<file path="config.mk">
export PLATFORM = sky130hd
export DESIGN_NAME = mips_instr_mem
export DESIGN_NICKNAME = d
export VERILOG_FILES = /design/src/rtl/mips_instr_mem.sv
export SDC_FILE = /design/constraint.sdc
export NUM_CORES = 2
export LEC_CHECK = 0
export ABC_AREA = 1
export CAP_MARGIN = 20
export CELL_PAD_IN_SITES_DETAIL_PLACEMENT = 1
export CELL_PAD_IN_SITES_GLOBAL_PLACEMENT = 2
export CORE_ASPECT_RATIO = 0.75
export CORE_MARGIN = 3
export CORE_UTILIZATION = 39
export CTS_BUF_LIST = sky130_fd_sc_hd__clkbuf_16
export DETAILED_ROUTE_END_ITERATION = 12
export MAX_ROUTING_LAYER = met4
export PLACE_DENSITY_LB_ADDON = 0.1
export SLEW_MARGIN = 20
export SYNTH_ARGS = -nofsm -noshare
export SYNTH_HDL_FRONTEND = slang
export SYNTH_SLANG_ARGS = --single-unit
</file>
<file path="constraint.sdc">
create_clock -name clk -period 5.8 [get_ports clk]
set_clock_uncertainty 0.1 [all_clocks]
set_input_delay 1.74 -clock clk [delete_from_list [all_inputs] [get_ports clk]]
set_output_delay 1.74 -clock clk [all_outputs]
set_load 0.02 [all_outputs]
</file>
<file path="src/rtl/mips_instr_mem.sv">
// MIPS boot ROM style instruction memory with a load port, optional fetch wait states and
// sticky misaligned-fetch flag. Define MIPS_INSTR_MEM_MONITOR_EN to build the run monitor.
module mips_instr_mem #(
    parameter int unsigned DEPTH       = 64,
    parameter logic [31:0] BASE_ADDR   = 32'hBFC00000,
    parameter int unsigned WAIT_STATES = 0,
    parameter int unsigned TIMEOUT     = 200,
    parameter int unsigned BYTE_SWAP   = 1,
    localparam int unsigned IDX_W      = $clog2(DEPTH)
) (
    input  logic             clk,
    input  logic             reset,
    input  logic             clk_enable,
    input  logic [31:0]      instr_address,
    output logic [31:0]      instr_readdata,
    output logic             instr_valid,
    output logic             addr_err,
    input  logic             load_en,
    input  logic [IDX_W-1:0] load_addr,
    input  logic [31:0]      load_data,
    input  logic             active,
    output logic             run_done,
    output logic             timed_out,
    output logic [31:0]      cycle_count
);

    localparam logic [31:0] SPAN = 32'(4 * DEPTH);

    logic [31:0]      mem [DEPTH];
    logic [31:0]      offset;
    logic [31:0]      word;
    logic [IDX_W-1:0] idx;
    logic             aligned;
    logic             in_range;

    // Address decode; the offset compare also rejects addresses that wrap past the top
    assign offset   = instr_address - BASE_ADDR;
    assign aligned  = (instr_address[1:0] == 2'b00);
    assign in_range = (instr_address >= BASE_ADDR) && (offset < SPAN);
    assign idx      = offset[IDX_W+1:2];
    assign word     = mem[idx];

    // Out-of-range and misaligned fetches return a NOP
    always_comb begin
        instr_readdata = 32'd0;
        if (in_range && aligned) begin
            if (BYTE_SWAP != 0) begin
                instr_readdata = {word[7:0], word[15:8], word[23:16], word[31:24]};
            end else begin
                instr_readdata = word;
            end
        end
    end

    // Load port ignores clk_enable and reset so programs can be written while held in reset
    always_ff @(posedge clk) begin
        if (load_en) begin
            mem[load_addr] <= load_data;
        end
    end

    always_ff @(posedge clk) begin
        if (!reset) begin
            addr_err <= 1'b0;
        end else if (clk_enable && !aligned) begin
            addr_err <= 1'b1;
        end
    end

    generate
        if (WAIT_STATES == 0) begin : g_no_wait
            assign instr_valid = 1'b1;
        end else begin : g_wait
            localparam int unsigned CNT_W = (WAIT_STATES > 2) ? $clog2(WAIT_STATES) : 1;
            localparam logic [CNT_W-1:0] CNT_LOAD = CNT_W'(WAIT_STATES - 1);

            typedef enum logic {ST_READY, ST_WAIT} state_t;

            state_t           state;
            logic [31:0]      last_addr;
            logic [CNT_W-1:0] count;

            // Any address change (re)starts the wait; data valid WAIT_STATES cycles later
            always_ff @(posedge clk) begin
                if (!reset) begin
                    state     <= ST_READY;
                    last_addr <= BASE_ADDR;
                    count     <= '0;
                end else if (clk_enable) begin
                    if (instr_address != last_addr) begin
                        state     <= ST_WAIT;
                        last_addr <= instr_address;
                        count     <= CNT_LOAD;
                    end else if (state == ST_WAIT) begin
                        if (count <= CNT_W'(1)) begin
                            state <= ST_READY;
                            count <= '0;
                        end else begin
                            count <= count - CNT_W'(1);
                        end
                    end
                end
            end

            assign instr_valid = reset && (state == ST_READY) && (instr_address == last_addr);
        end
    endgenerate

`ifdef MIPS_INSTR_MEM_MONITOR_EN
    logic done_hit;

    assign done_hit = (instr_address == 32'd0) && !active;

    // Counter stops on the edge that raises either flag; run_done wins a tie
    always_ff @(posedge clk) begin
        if (!reset) begin
            run_done    <= 1'b0;
            timed_out   <= 1'b0;
            cycle_count <= 32'd0;
        end else if (clk_enable && !run_done && !timed_out) begin
            if (done_hit) begin
                run_done <= 1'b1;
            end else if (cycle_count == 32'(TIMEOUT - 1)) begin
                timed_out <= 1'b1;
            end else begin
                cycle_count <= cycle_count + 32'd1;
            end
        end
    end
`else
    logic unused_active;

    assign unused_active = active;
    assign run_done      = 1'b0;
    assign timed_out     = 1'b0;
    assign cycle_count   = 32'd0;
`endif

endmodule

</file>
==> summary.md <==
| Metric | Value |
|---|---|
| Length in cells of the worst reg-to-reg path | 2 |
| Antenna Nets Post-Route | 0 |
| Number of clock buffers inserted by TritonCTS | 215 |
| Shortest clock period the worst path allows after layout | 5.72 ns |
| Slew at the pin closest to its max-slew limit | 0.920 ns |
| Final worst-path cycle share | 98.6% |
| Top layer used by detailed routing | met4 |
| Cell type contributing the most total cell area after synthesis | edfxtp_1 |
| Share of the synthesized area in the top cell type | 74.6% |
| Post-layout util | 46.6% |
| Crit-path slowest cell | nand3_1 |
| Via count | 55035 |
| Horizontal extent of the die | 537 um |
| Worst hold path depth | 2 |
| Critical Path Start Type | primary input |
| Number of warning messages in the yosys log | 0 |
| Part of the Yosys area used for sequential elements | 74.7% |
| Normalized max-slew margin | 38.5% |
| Top Ports | 143 |
| Worst Path Arrival | 3.88 ns |
| Slowest cell delay on critical path | 0.31 ns |
| Pre-antenna DRT Iters | 7 |
| Detailed placer's ending HPWL | 157000 um |
| First-pass GRT wire length | 392000 um |
| Net count of the finished layout | 7223 |
| CTS max path bufs | 4 |
| Bufs and invs on worst path | 6 |
| Y dimension of the die | 404 um |
| # rows | 145 |
| Clock slew at reported path FFs | 0.06 ns |
| Clock root buffer master | clkbuf_16 |
| Max capacitance violation total | 0 |
| Area growth, synth to finish | 18.3% |
| Die Area | 217000 sq um |
| Power per Cell Area | 323 nW/um^2 |
| Distinct cells, synth | 25 |
| Post-placement setup slack | -0.192 ns |
| Starting Density | 39.4% |
| Detailed Route Iter0 Violations | 4392 |
| Cells taking the most area after synthesis | edfxtp_1 (75%), nand3_1 (12%), nand2_1 (9.5%) |
| Final-layout setup total negative slack | 0 ns |
| Fin worst setup slack | 0.0827 ns |
| Maximum frequency from static timing analysis | 175 MHz |
| Endpoints failing setup | 0 |
| Crit end category | primary output |
| Skew-Pair Late Insertion Delay | 0.83 ns |
| Routed wirelength normalized by instance count | 26.6 um |
| TritonCTS clock tree | done |
| Delay-heaviest family, CP | simple AND/OR/NAND/NOR gates |
| Proportion of layout cells with a drive suffix above 1 | 12.7% |
| Mean Syn Cell Area | 12.2 sq um |
| Kind of critical path | in -> out |
| Routed length on met1 | 124000 um |
| Highest fanout seen on the critical path | 21 |
| Placer congestion estimate | 0.785 |
| Post-synthesis instance area | 82400 sq um |
| Static leakage power | 34.7 nW |
| Peak ir drop on the vdd network | 235 uV |
| Seq cells post-synth | 2049 |
| Outcome | completed |
| Remaining DRCs | 0 |
| Cell repeated most along the worst path | nand3_1 |
| Cells after Synth | 6754 |
| Number of placed instances with taps included | 9713 |
| Worst EP required | 3.96 ns |
| Via count of the first global-routing pass | 56816 |
| Ratio of routed vias to standard cells | 5.44 |
| Final Max Tran Viols | 0 |
| RSZ-0062 raised after global routing | yes |
| Sinks on the clock net | 2049 |
| Non-filler cells, final | 10108 |
| Met3 wire length | 11200 um |
| Classification of the worst-slack hold path | reg -> reg |
| Gr ovfl total | 0 |
| Pin count of the biggest net entering global routing | 65 |
| PortBufs | 106 |
| Antenna violations before repair | 15 |
| Filler instances | 21473 |
| Total chip power | 31.5 mW |
| Placeable core area | 209000 sq um |
| Detailed route wirelength on metal2 | 128000 um |
| Global-route total usage across every layer | 25.2% |
| H-Tree Level Count | 4 |
| Number of hold-repair buffers added at the cts stage | 0 |
| Worst path cell trace | buf_12 -> buf_6 -> buf_12 -> buf_12 -> nand2_1 -> nand3_1 -> nand3_1 -> nand3_1 -> nand3_1 -> nand3_1 -> nand2_1 -> buf_12 -> nor2_1 -> buf_4 |
| Number of hold violations in the final report | 0 |
| Path length in cells of the critical path | 14 |
| Post-Route WL | 269000 um |
[path summary, 6_finish.rpt]
| path | startpoint | endpoint | slack (ns) |
|---|---|---|---|
| hold / removal | addr_err$_SDFFE_PN0P_ | addr_err$_SDFFE_PN0P_ | 0.39 |
| hold reg to reg | addr_err$_SDFFE_PN0P_ | addr_err$_SDFFE_PN0P_ | 0.39 |
| setup reg to reg | addr_err$_SDFFE_PN0P_ | addr_err$_SDFFE_PN0P_ | 5.11 |
| setup / recovery | instr_address[2] | instr_readdata[17] | 0.08 |
[synth_stat cells]
cell type	count
or2_2	3
o21ai_1	1
dfxtp_1	1
a21oi_1	2
edfxtp_1	2048
and3_1	1
buf_4	81
nand4_1	11
nor3b_1	1
buf_1	39
clkbuf_1	105
inv_4	1
nor4_1	10
nor2_1	98
inv_1	12
inv_2	2
o22ai_1	1
nand3_1	1983
nand2_1	2086
buf_6	5
nor3_1	2
o21ai_0	1
buf_2	257
a31oi_1	1
conb_1	2
[sequential cells by signal, indices dropped and copies added, names as in the netlist]
name      flops
addr_err      1
mem        2048
[per-stage QoR]
step | hold slack [ns] | area, sq um
after floorplan | 0.468 | 82500
after global placement | 0.361 | 90700
after detailed placement | 0.385 | 90700
after CTS | 0.399 | 97100
after global routing | 0.425 | 97400
final | 0.387 | 97400
[layer usage]
layer / global-route usage [%] / vias to the layer above
li1: - / 24931
met1: 35.0 / 28686
met2: 40.4 / 1083
met3: 2.85 / 335
met4: 5.19 / 0
met5: - / -
[final cells by class]
class | instances | area (sq um) | area share (%)
Inverter | 15 | 108 | 0.110
Tap cell | 2793 | 3490 | 3.59
Clock inverter | 157 | 863 | 0.886
Timing Repair Buffer | 630 | 6960 | 7.15
Sequential cell | 2049 | 61500 | 63.1
Timing Repair inverter | 1 | 11.3 | 0.0116
Multi-Input combinational cell | 4236 | 19000 | 19.5
Antenna cell | 9 | 22.5 | 0.0231
Clock buffer | 218 | 5460 | 5.60
[worst min-delay path: cells and delay by family (launching register included)]
kind | cells | cell delay (ns)
compound gates | 1 | 0.05
simple gates | 1 | 0.07
flops | 1 | 0.33
[power breakdown]
part / total [mW] / switching (mW) / internal, mW
Clock: 12.8 / 5.69 / 7.09
Sequential: 16.4 / 0.0225 / 16.4
Combinational: 2.27 / 1.53 / 0.737
Total: 31.5 / 7.24 / 24.2
[cell families after synthesis]
kind of cell	Yosys count	synth area share [%]
other cells	2	0.00911
compound gates	6	0.0395
buf+inv	502	3.09
simple gates	4195	22.2
flops	2049	74.7
[placed cells by master, fill, tap and decap left out, types with 2 or more instances in the layout]
cell                n
a21oi_1             2
buf_12            142
buf_16             12
buf_2              18
buf_4             389
buf_6              10
buf_8               3
bufinv_16           8
clkbuf_16         223
clkdlybuf4s50_1    36
clkinv_1           57
clkinv_2           27
clkinvlp_4          2
conb_1             35
diode_2             9
dlygate4sd2_1      14
edfxtp_1         2048
inv_1              69
inv_8               4
nand2_1          2084
nand2_2             2
nand3_1          1968
nand3_2            15
nand4_1            11
nor2_1             41
nor2_4             56
nor3_1              2
nor4_1              2
nor4_2              8
or2_2               3
[repair_timing]
action                                  in CTS  in global routing
pin swaps                                    0                  0
endpoints found under the setup margin      23                 17
cloned                                       1                  5
resized for setup                           28                 31
buffers inserted                             0                  6
(Power assumes the default switching activity.)
